--- src/rtl/multiword_adder_pkg.sv ---
// rtl/multiword_adder_pkg.sv - shared types and sizing helpers for the multiword adder sequencer
package multiword_adder_pkg;

  typedef enum logic [1:0] {
    IDLE = 2'd0,
    RUN  = 2'd1,
    DONE = 2'd2
  } state_t;

  // Word index needs at least one bit even when WORDS == 1.
  function automatic int idx_width(input int words);
    return (words > 1) ? $clog2(words) : 1;
  endfunction

endpackage

--- src/rtl/multiword_adder_seq_if.sv ---
// rtl/multiword_adder_seq_if.sv - request/result handshake bundle for multiword_adder_seq
interface multiword_adder_seq_if #(
  parameter int N     = 8,
  parameter int WORDS = 4
);
  localparam int W = N * WORDS;

  logic         in_valid;
  logic         in_ready;
  logic [W-1:0] A;
  logic [W-1:0] B;
  logic         Sub;
  logic         out_valid;
  logic         out_ready;
  logic [W-1:0] Sum;
  logic         Cout;
  logic         Overflow;

  modport master (
    output in_valid, A, B, Sub, out_ready,
    input  in_ready, out_valid, Sum, Cout, Overflow
  );

  modport slave (
    input  in_valid, A, B, Sub, out_ready,
    output in_ready, out_valid, Sum, Cout, Overflow
  );

endinterface

--- src/rtl/rca_slice.sv ---
// rtl/rca_slice.sv - combinational N-bit ripple-carry slice with carry-in, carry-out and signed overflow
module rca_slice #(
  parameter int N = 8
) (
  input  logic [N-1:0] a,
  input  logic [N-1:0] b,
  input  logic         cin,
  output logic [N-1:0] sum,
  output logic         cout,
  output logic         ovf
);

  logic [N:0] c;

  assign c[0] = cin;

  for (genvar i = 0; i < N; i++) begin : g_fa
    assign sum[i]  = a[i] ^ b[i] ^ c[i];
    assign c[i+1]  = (a[i] & b[i]) | (c[i] & (a[i] ^ b[i]));
  end

  assign cout = c[N];
  assign ovf  = c[N-1] ^ c[N];

endmodule

--- src/rtl/multiword_adder_seq.sv ---
// rtl/multiword_adder_seq.sv - WORDS*N-bit signed add/sub over one time-multiplexed N-bit slice
// Optional signed saturation of the result: define MULTIWORD_ADDER_SAT_EN.
module multiword_adder_seq
  import multiword_adder_pkg::*;
#(
  parameter int N     = 8,
  parameter int WORDS = 4
) (
  input  logic                 clk,
  input  logic                 rst,
  multiword_adder_seq_if.slave bus
);

  localparam int W  = N * WORDS;
  localparam int IW = idx_width(WORDS);
  localparam logic [IW-1:0] LAST = IW'(WORDS - 1);

  state_t        state;
  logic [IW-1:0] idx;
  logic          carry;
  logic [W-1:0]  a_q;
  logic [W-1:0]  b_q;
  logic [W-1:0]  sum_q;
  logic          cout_q;
  logic          ovf_q;
  logic          valid_q;

  logic [N-1:0]  s_sum;
  logic          s_cout;
  logic          s_ovf;

  rca_slice #(.N(N)) u_slice (
    .a    (a_q[idx*N +: N]),
    .b    (b_q[idx*N +: N]),
    .cin  (carry),
    .sum  (s_sum),
    .cout (s_cout),
    .ovf  (s_ovf)
  );

`ifdef MULTIWORD_ADDER_SAT_EN
  localparam logic [W-1:0] SAT_POS = {1'b0, {(W-1){1'b1}}};
  localparam logic [W-1:0] SAT_NEG = {1'b1, {(W-1){1'b0}}};
`endif

  always_ff @(posedge clk) begin
    if (rst) begin
      state   <= IDLE;
      idx     <= '0;
      carry   <= 1'b0;
      a_q     <= '0;
      b_q     <= '0;
      sum_q   <= '0;
      cout_q  <= 1'b0;
      ovf_q   <= 1'b0;
      valid_q <= 1'b0;
    end else begin
      case (state)
        IDLE: begin
          // Subtraction is A + ~B + 1, the +1 entering as the initial carry.
          if (bus.in_valid) begin
            a_q   <= bus.A;
            b_q   <= bus.Sub ? ~bus.B : bus.B;
            carry <= bus.Sub;
            idx   <= '0;
            state <= RUN;
          end
        end
        RUN: begin
          sum_q[idx*N +: N] <= s_sum;
          carry             <= s_cout;
          if (idx == LAST) begin
            cout_q  <= s_cout;
            ovf_q   <= s_ovf;
            valid_q <= 1'b1;
            state   <= DONE;
`ifdef MULTIWORD_ADDER_SAT_EN
            if (s_ovf) sum_q <= a_q[W-1] ? SAT_NEG : SAT_POS;
`endif
          end else begin
            idx <= idx + 1'b1;
          end
        end
        DONE: begin
          if (bus.out_ready) begin
            valid_q <= 1'b0;
            state   <= IDLE;
          end
        end
        default: state <= IDLE;
      endcase
    end
  end

  assign bus.in_ready  = (state == IDLE) && !rst;
  assign bus.out_valid = valid_q;
  assign bus.Sum       = sum_q;
  assign bus.Cout      = cout_q;
  assign bus.Overflow  = ovf_q;

endmodule
--- src/flat_wrapper.sv ---
// flat-port wrapper written by rule: the top's interface ports become plain ports
module multiword_adder_seq_flat import multiword_adder_pkg::*;
#(
  parameter int N     = 8,
  parameter int WORDS = 4
)
  (clk, rst, bus_in_valid, bus_A, bus_B, bus_Sub, bus_out_ready, bus_in_ready, bus_out_valid, bus_Sum, bus_Cout, bus_Overflow);
  multiword_adder_seq_if #(.N(N), .WORDS(WORDS)) bus_i ();
  input  logic clk;
  input  logic rst;
  input wire logic [$bits(bus_i.in_valid)-1:0] bus_in_valid;
  input wire logic [$bits(bus_i.A)-1:0] bus_A;
  input wire logic [$bits(bus_i.B)-1:0] bus_B;
  input wire logic [$bits(bus_i.Sub)-1:0] bus_Sub;
  input wire logic [$bits(bus_i.out_ready)-1:0] bus_out_ready;
  output wire logic [$bits(bus_i.in_ready)-1:0] bus_in_ready;
  output wire logic [$bits(bus_i.out_valid)-1:0] bus_out_valid;
  output wire logic [$bits(bus_i.Sum)-1:0] bus_Sum;
  output wire logic [$bits(bus_i.Cout)-1:0] bus_Cout;
  output wire logic [$bits(bus_i.Overflow)-1:0] bus_Overflow;
  assign bus_i.in_valid = bus_in_valid;
  assign bus_i.A = bus_A;
  assign bus_i.B = bus_B;
  assign bus_i.Sub = bus_Sub;
  assign bus_i.out_ready = bus_out_ready;
  assign bus_in_ready = bus_i.in_ready;
  assign bus_out_valid = bus_i.out_valid;
  assign bus_Sum = bus_i.Sum;
  assign bus_Cout = bus_i.Cout;
  assign bus_Overflow = bus_i.Overflow;
  multiword_adder_seq #(.N(N), .WORDS(WORDS)) u_core (.clk(clk), .rst(rst), .bus(bus_i));
endmodule
--- config.mk ---
export PLATFORM = sky130hd
export DESIGN_NAME = multiword_adder_seq_flat
export DESIGN_NICKNAME = d
export VERILOG_FILES = /design/src/rtl/multiword_adder_pkg.sv /design/src/rtl/multiword_adder_seq_if.sv /design/src/rtl/rca_slice.sv /design/src/rtl/multiword_adder_seq.sv /design/src/flat_wrapper.sv
export SDC_FILE = /design/constraint.sdc
export NUM_CORES = 1
export LEC_CHECK = 0
export BUFFER_PORTS_ARGS = -buffer_cell sky130_fd_sc_hd__buf_2
export CORE_MARGIN = 1
export CORE_UTILIZATION = 54
export CTS_CLUSTER_DIAMETER = 120
export DETAILED_ROUTE_END_ITERATION = 8
export GPL_ROUTABILITY_DRIVEN = 1
export GPL_TIMING_DRIVEN = 1
export PLACE_DENSITY = 0.8
export SYNTH_ARGS = -nofsm -noshare
export SYNTH_HDL_FRONTEND = slang
export SYNTH_SLANG_ARGS = --single-unit
--- constraint.sdc ---
create_clock -name clk -period 7.8 [get_ports clk]
set_input_delay 0.39 -clock clk [delete_from_list [all_inputs] [get_ports clk]]
set_output_delay 0.39 -clock clk [all_outputs]
set_load 0.05 [all_outputs]
Yosys cells after proc, flatten, opt, wreduce, memory -nomap -nowiden. Index checks and enable logic that the tools add are counted.

Register bits: 104. Input bits: 69. Output and inout bits: 36. Logic and storage cells: 89.

$add $sub $neg: 2. Eq/ne operators: 7. Shift operators: 4. Mux-type cells: 14. Bitwise operators: 42. Reduce and logical (&&, ||, !) cells: 11.

Operators with widths (count): 32-bit by 6-bit variable part select with 8-bit output (2); 5-bit negator with 34-bit output (1); 8-bit by 34-bit variable shift with 32-bit output (first input constant) (1); 8-bit by 34-bit variable part select with 32-bit output (1); 32-bit bitwise mux (1); 32-bit two-way mux (1); 32-bit NOT (1); 1-bit bitwise XOR (17); 1-bit AND (16); 2-bit two-way mux (5); 3-bit AND reduction (3); 1-bit OR (8); 2-bit != test (second input constant) (3); 2-bit one-hot mux with 3 select lines (1); 2-bit AND reduction (3); 2-bit equality test (second input constant) (2); 1-bit one-hot mux with 2 select lines (2); 2-bit one-hot mux with 2 select lines (1); 2-bit nonzero test (2); 1-bit two-way mux (3); 2-bit by 1-bit adder with 2-bit output (second input constant) (1); 2-bit by 1-bit equality test with 1-bit output (second input constant) (1); 2-bit logical NOT (1); 2-bit by 1-bit != test with 1-bit output (second input constant) (1); other kinds (2) (2).

Longest topological paths before layout. Gate-level depths: netlist (run 1).

Depth after elaboration: 19. Mapped depth: 19. Depth with buffers taken out: 18.

Modules after synthesis. Synthesis (run 1) repeated with hierarchy kept, for this count alone.

Cell total of the unflattened synthesis: 463. Area, all modules: 4590.7 µm².

Modules (own cells, without submodules): multiword_adder_seq (times used 1, cells an instance 444, area each 4384.2 µm², seq. area each 2082.0 µm²); rca_slice (times used 1, cells an instance 19, area each 206.4 µm², seq. area each 0.0 µm²).

Least setup slack after synthesis (run 1). No wires, ideal clock.

Kind: flip-flop to flip-flop. Start point: register u_core.idx[1]. End point: register u_core.sum_q[15] (netlist: u_core.bus.Sum[15]). Setup time: 0.117 ns. Arrival: 4.132 ns. Required time: 7.683 ns. Setup slack: 3.551 ns. Stages on the path, launching flop included: 19. Path buffers: 1. Period minus slack after synthesis: 4.249 ns. Cell sequence: dfxtp_1 > clkbuf_1 > mux4_2 > inv_1 > fa_1 > inv_1 > fa_1 > fa_1 > inv_1 > fa_1 > fa_1 > inv_1 > fa_1 > inv_1 > fa_1 > inv_1 > fa_1 > nor2b_1 > a22o_1.

Cells in the longest elaborated chain, start to end: 19. Elaborated cells on any way between the ends: 43. Classes of those cells: add/sub (1); shift (4); mux (1); bitwise (37).

Ends and longest elaborated chain: from (decl) (RTL line multiword_adder_seq.sv:19) `logic [IW-1:0] idx;`; from (signal assigned) (RTL line multiword_adder_seq.sv:81) `idx <= idx + 1'b1;`; 32-bit by 6-bit variable part select with 8-bit output, on equally long branches (RTL line multiword_adder_seq.sv:33, multiword_adder_seq.sv:34); 1-bit bitwise XOR (RTL line rca_slice.sv:18, rca_slice.sv:19); 1-bit AND (RTL line rca_slice.sv:19) `assign c[i+1] = (a[i] & b[i]) | (c[i] & (a[i] ^ b[i]));`; 1-bit OR (RTL line rca_slice.sv:19); 1-bit AND (RTL line rca_slice.sv:19); 1-bit OR (RTL line rca_slice.sv:19); 1-bit AND (RTL line rca_slice.sv:19); 1-bit OR (RTL line rca_slice.sv:19); (+3 left out); 1-bit OR (RTL line rca_slice.sv:19); 1-bit AND (RTL line rca_slice.sv:19); 1-bit OR (RTL line rca_slice.sv:19); 1-bit AND (RTL line rca_slice.sv:19); 1-bit OR (RTL line rca_slice.sv:19); 1-bit bitwise XOR (RTL line rca_slice.sv:18) `assign sum[i] = a[i] ^ b[i] ^ c[i];`; 8-bit by 34-bit variable part select with 32-bit output (RTL line multiword_adder_seq.sv:70) `sum_q[idx*N +: N] <= s_sum;`; 32-bit bitwise mux (*) (RTL line multiword_adder_seq.sv:70); to (signal, indexed assignment) (RTL line multiword_adder_seq.sv:70); to (decl) (RTL line multiword_adder_seq.sv:23) `logic [W-1:0] sum_q;`.

Mark *: on every way between the ends. The rest lies on a longest branch, timed or not. A chain may end at the register's enable or synchronous reset.

Final worst setup path (run 1). Same ends and word-level chain as after synthesis.

==> results of run 1 <==
[cell type report]
cell class | instances | area, um2
repair buffers | 108 | 551
well taps | 105 | 131
fillers | 654 | 2890
clock buffers | 10 | 138
clock inverters | 6 | 90.1
multi-input cells | 310 | 2270
flip-flops and latches | 104 | 2080
inverters | 18 | 67.6
[layer usage]
layer	global-route usage [%]	part of all wire, %	vias up
met5	0	0	-
met4	8.33	1.8	0
met3	5.74	6.0	15
met2	36.1	45	146
met1	34.3	47	1705
li1	-	-	1783
[through the flow]
step	util [%]	power, mW	cells	cell area (um2)
after floorplan	-	0.716	466	4590
after global placement	62.1	0.760	645	5100
after global routing	64.9	1.18	661	5330
after detailed placement	62.1	0.767	645	5100
final	64.9	1.13	661	5330
after CTS	64.9	1.14	661	5330
[path summary, 6_finish.rpt]
kind	endpoint	slack (ns)
max	u_core.bus.Sum[15]	2.99
min	u_core.a_q[30]	0.26
max reg2reg	u_core.bus.Sum[15]	2.99
min reg2reg	u_core.a_q[8]	0.46
[sequential cells by signal, indices dropped and copies added (netlist names)]
name,count
u_core.bus.out_valid,1
u_core.idx,2
u_core.bus.Sum,32
u_core.bus.Cout,1
u_core.a_q,32
u_core.state,2
u_core.carry,1
u_core.bus.Overflow,1
u_core.b_q,32
[critical path, stage by stage (launching register included)]
cell and delay [ns]:
dfxtp_1 0.91, mux4_2 0.59, inv_1 0.10, fa_1 0.17, inv_1 0.06, fa_1 0.39
fa_1 0.41, inv_1 0.09, fa_1 0.18, fa_1 0.16, inv_1 0.05, fa_1 0.36
inv_1 0.08, fa_1 0.21, inv_1 0.06, fa_1 0.45, nor2b_1 0.17, a22o_1 0.27
[power by group through the flow]
stage	Clock, mW	Sequential [mW]	Combinational, mW
after floorplan	0	0.591	0.125
after global placement	0	0.590	0.170
after detailed placement	0	0.591	0.176
after CTS	0.379	0.579	0.177
after global routing	0.402	0.583	0.195
final	0.372	0.580	0.177
[kinds of logic after synthesis]
logic type	count (synthesis)
compound gates	107
xor+xnor	33
fa+ha+maj	14
buf+inv	52
flops	104
mux	18
simple gates	138
[cell usage in the layout (no fill, tap or decap), types with 3 or more instances in the layout]
master / Yosys / routed
nor2b_1: 5 / 5
buf_4: 4 / 4
nand2_1: 68 / 68
a22o_1: 24 / 24
fa_1: 8 / 8
nand3b_1: 3 / 3
inv_1: 17 / 17
a211oi_1: 32 / 32
xnor2_1: 33 / 33
a32o_1: 4 / 4
mux4_2: 16 / 16
o21ai_0: 5 / 5
buf_2: 19 / 104
ha_1: 6 / 6
nand3_1: 7 / 7
nor2_1: 40 / 40
dfxtp_1: 104 / 104
a21oi_1: 39 / 39
clkbuf_8: 0 / 10
==> run_results.csv, run 1 <==
group,metric,value,unit
floorplanning,start_util,55.9,%
pwr,sw_frac_of_total,26.8,%
clock_network,cts_inserted_buffers,9,
pwr,internal-power,826,uW
clock_network,clock_sinks,104,
global_routing,grt_pass1_vias,3371,
clock_network,hold_buffers,0,
floorplanning,pin_count,105,
floorplanning,die_w,94.2,um
yosys,yosysWarnings,0,
yosys,syn_avg_cell_area,9.86,um2
pwr,switchingPower,302,uW
pwr,pwr-share-clk,33.0,%
sta,final.period_utilization,61.7,%
pwr,power.density,212,nW/um2
floorplanning,core_area,8220,um2
placed_design,dp_slack,3.00,ns
sta,timing.fmax,208,MHz
clock_network,cts_htree_levels,3,
clock_network,root_buffer,"clkbuf_8",
worst_setup_path,setup.worst_path.start,"u_core.idx[1]",
drt,drt_iter0_drc,260,
clock_network,insertion_delay,0.36,ns
yosys,synth_edf_count,0,
yosys,synthCells,466,
sta,report.final.setup_viol,0,
finish,num_antenna_cells,0,
worst_setup_path,worstReg2RegStart,"u_core.idx[1]",
sta,rsz0062_at_grt,"false",
worst_setup_path,worst-endpoint-required,8.06,ns
clock_network,cts_resized,0,
yosys,yosys_register_bits,104,
worst_setup_path,worstPathMaxFanout,21,
yosys,synth-compound-area-share,16.0,%
placed_design,portBuffers,104,
yosys,synth-main-ff-cell,"dfxtp_1",
yosys,yosysMostFrequentCell,"dfxtp_1",
yosys,synthMuxAreaShare,8.28,%
finish,drive_gt1_share,25.9,%
drt,dr.pass1.iters,6,
hold_path,hold_class,"input pin to flop",
yosys,synthAdderAreaFrac,5.12,%
job,maxCapViolCount,0,
placed_design,gp_congestion,0.807,
worst_setup_path,start_kind,"flop",
placed_design,place_hpwl,7300,um
sta,finalMaxSlewViolations,0,
pwr,power_frac_seq,51.4,%
worst_setup_path,end_kind,"flop",
yosys,synth_top_family_by_area,"compound AO/OA/AOI/OAI gates",
drt,wire_per_inst,15.3,um
worst_setup_path,worstPathArrival,5.07,ns
yosys,synth_xor_area_share,6.29,%
yosys,ys_seq_area_share,45.3,%
yosys,synth_area_leaders,"dfxtp_1 (45%), mux4_2 (7.8%), xnor2_1 (6.3%)",
drt,wl,10100,um
yosys,synth_top_area_cell,"dfxtp_1",
clock_network,clkSlewWorstSetupHoldPaths,0.10,ns
sta,tns,0,ns
yosys,synth.distinct_cells,37,
yosys,synthSimpleGateAreaFrac,13.7,%
clock_network,cts_buffer_depth,2,
sta,hold_viol,0,
sta,hold_slack,0.256,ns
hold_path,holdPathStages,3,
worst_setup_path,ff2ff_path_depth,17,
drt,drtAntennaViolNets,0,
global_routing,grt_pass1_wl,16600,um
pwr,ir_drop,0.000113,V
drt,drc_errors,0,
sta,fin_ws,2.99,ns
status,run_status,"finished, final reports clean",
clock_network,cts_setup_buffers,0,
sta,layout_min_cycle_time,4.81,ns
global_routing,antenna_found_initial,0,
yosys,synth_common_cells,"dfxtp_1 (104), nand2_1 (68), nor2_1 (40)",
floorplanning,num_rows,33,
drt,vias_per_cell,5.52,
sta,finClkSkew,0.00695,ns
pwr,p_leak,2.19,nW
floorplanning,dieArea,8880,um2
sta,slew_headroom,26.2,%
hold_path,min_from,"bus_A[30]",
floorplanning,die_y,94.2,um
finish,fin_nets,634,
global_routing,grt.overflow.total,0,
global_routing,grt_usage,24.3,%
yosys,synth_top_area_share,45.3,%
sta,worstMarginPinSlew,1.11,ns
pwr,comb_power_share,15.7,%
yosys,synth_area,4590,um2
clock_network,cts_tree,"built",
yosys,synth-async-reset-ratio,0,%
worst_setup_path,crit_type,"flop to flop",
finish,syn2layout_area_growth,16.0,%
drt,num_vias,3649,
yosys,syn_nets,549,
global_routing,grt_max_degree,86,
No activity file was read; power rests on OpenSTA's default activity.
==> run 2: changes to the inputs <==
Settings changed: ABC_AREA set to 1, PLACE_DENSITY 0.8 to 0.79.
Clock period 7.8 ns to 5 ns, I/O delays scaled along.
==> run 2 against run 1 <==
Effect of this change:
- setup slack got worse by 2.3 ns
- clock skew rose by 0.0020 ns
- utilization fell by 1.9 points
- critical path type unchanged
- largest cell class unchanged
==> run_results.csv, run 2 <==
group,metric,value,unit
sta,timing.fmax,234,MHz
status,run_status,"finished, final reports clean",
finish,drive_gt1_share,17.5,%
drt,vias_per_cell,4.95,
drt,drtAntennaViolNets,0,
clock_network,cts_htree_levels,3,
yosys,synth-async-reset-ratio,0,%
finish,fin_nets,905,
sta,final.period_utilization,85.4,%
yosys,syn_nets,824,
floorplanning,core_area,9240,um2
finish,mostFrequentLayoutCells,"nor2_1 (198), nand2_1 (143), buf_2 (104), dfxtp_1 (104), o21ai_0 (67)",
clock_network,root_buffer,"clkbuf_8",
floorplanning,start_util,55.7,%
sta,rsz0062_at_grt,"false",
worst_setup_path,worstPathArrival,4.50,ns
pwr,ir_drop,0.000225,V
clock_network,clkSlewWorstSetupHoldPaths,0.09,ns
yosys,ys_seq_area_share,40.4,%
global_routing,grt_usage,23.8,%
pwr,power.density,317,nW/um2
floorplanning,num_rows,35,
global_routing,grt_pass1_vias,4288,
worst_setup_path,start_kind,"flop",
drt,wl,11600,um
pwr,p_total,1.85,mW
placed_design,place_area,5640,um2
clock_network,cts_tree,"built",
worst_setup_path,ff2ff_path_depth,21,
drt,drt_iter0_drc,223,
sta,tns,0,ns
worst_setup_path,crit_type,"flop to flop",
yosys,synth_top_area_cell,"dfxtp_1",
sta,layout_min_cycle_time,4.27,ns
clock_network,cts_resized,0,
floorplanning,pin_count,105,
drt,wire_per_inst,12.1,um
yosys,syn_avg_cell_area,6.95,um2
clock_network,clock_sinks,104,
floorplanning,die_w,99.7,um
finish,final_common_cell,"nor2_1",
yosys,synthCells,741,
clock_network,cts_buffer_depth,2,
yosys,synth.distinct_cells,27,
pwr,p_leak,2.72,nW
drt,num_vias,4727,
finish,final_area,5820,um2
clock_network,cts_setup_buffers,0,
worst_setup_path,regToRegSetupSlack,0.73,ns
sta,slew_headroom,27.3,%
global_routing,antenna_found_initial,0,
yosys,synth-main-ff-cell,"dfxtp_1",
global_routing,grt_pass1_wl,19000,um
yosys,synth_edf_count,0,
placed_design,gp_congestion,0.909,
worst_setup_path,end_kind,"flop",
drt,drc_errors,0,
yosys,yosysWarnings,0,
clock_network,insertion_delay,0.36,ns
worst_setup_path,worstPathMaxFanout,35,
finish,utilization,63.0,%
yosys,synth_top_area_share,40.4,%
worst_setup_path,rr_endpoint,"u_core.bus.Sum[15]",
yosys,yosys_register_bits,104,
finish,fillCellCount,857,
finish,syn2layout_area_growth,12.9,%
yosys,yosysMostFrequentCell,"nor2_1",
worst_setup_path,worst-endpoint-required,5.23,ns
sta,worstMarginPinSlew,1.09,ns
floorplanning,die_y,99.7,um
drt,dr.pass1.iters,5,
clock_network,hold_buffers,0,
sta,hold_viol,0,
finish,num_antenna_cells,0,
clock_network,cts_inserted_buffers,9,
yosys,synth_common_cells,"nor2_1 (198), nand2_1 (143), dfxtp_1 (104)",
placed_design,portBuffers,104,
hold_path,min_from,"bus_A[21]",
hold_path,hold_class,"input pin to flop",
yosys,synth_area,5150,um2
sta,finalMaxSlewViolations,0,
hold_path,hold_end,"u_core.a_q[21]",
yosys,synth_area_leaders,"dfxtp_1 (40%), nor2_1 (14%), nand2_1 (10%)",
job,maxCapViolCount,0,
global_routing,grt_max_degree,74,
floorplanning,dieArea,9930,um2
sta,report.final.setup_viol,0,
worst_setup_path,worstReg2RegStart,"u_core.idx[0]",
placed_design,place_hpwl,8570,um
hold_path,holdPathStages,3,
sta,hold_slack,0.143,ns
global_routing,grt.overflow.total,0,
sta,finClkSkew,0.00897,ns
[run 2: power breakdown]
part	internal, mW	switching, mW	total (mW)
Combinational	0.156	0.276	0.432
Sequential	0.883	0.0347	0.917
Clock	0.227	0.270	0.497
Total	1.27	0.580	1.85
[run 2: worst max path at each step]
stage	end	slack [ns]	depth (start not counted)	startpoint
after floorplan	u_core.bus.Sum[15]	0.89	20	u_core.idx[1]
after global placement	u_core.bus.Sum[15]	0.81	21	u_core.idx[0]
after detailed placement	u_core.bus.Sum[15]	0.75	21	u_core.idx[0]
after CTS	u_core.bus.Sum[15]	0.73	21	u_core.idx[0]
after global routing	u_core.bus.Sum[23]	0.40	20	u_core.idx[0]
final	u_core.bus.Sum[15]	0.73	21	u_core.idx[0]
[run 2: logic make-up (layout without fill, tap and decap cells)]
logic type      after synthesis  count (layout)  share of synthesized area [%]
flops                       104             104                           40.4
xor+xnor                     33              33                           5.61
buf+inv                      96             180                           8.67
fa+ha+maj                    14              14                           4.57
compound gates              111             111                           11.0
simple gates                383             383                           29.7
[run 2: cell type report]
type	instances	area [um2]	area share, %
Clock inverter	3	45.0	0.774
Sequential cell	104	2080	35.8
Timing Repair Buffer	110	566	9.72
Multi-Input combinational cell	541	2620	45.1
Inverter	56	210	3.61
Clock buffer	11	131	2.26
Tap cell	129	161	2.77
[run 2: stage by stage]
step                      cells  worst slack, ns
final                       954            0.728
after global routing        954            0.404
after CTS                   954            0.730
after detailed placement    940            0.752
after global placement      940            0.812
after floorplan             741            0.893
[run 2: metal layers]
layer	GRT usage (%)	vias to the layer above	wire length, um
met2	39.5	168	5300
li1	-	2445	-
met4	8.60	0	169
met3	3.58	14	704
met1	31.6	2100	5400
met5	0	-	0
[run 2: worst max-delay path: stages (launching register included)]
cell and delay [ns]:
dfxtp_1 0.34, buf_4 0.31, o21ai_0 0.12, nor2_1 0.11
a21oi_1 0.06, fa_1 0.43, inv_1 0.08, fa_1 0.19
fa_1 0.18, inv_1 0.05, fa_1 0.37, fa_1 0.37
inv_1 0.07, fa_1 0.16, inv_1 0.05, fa_1 0.39
inv_1 0.09, fa_1 0.45, nand3_1 0.13, nor2_1 0.06
nor2_1 0.09, nor2_1 0.04
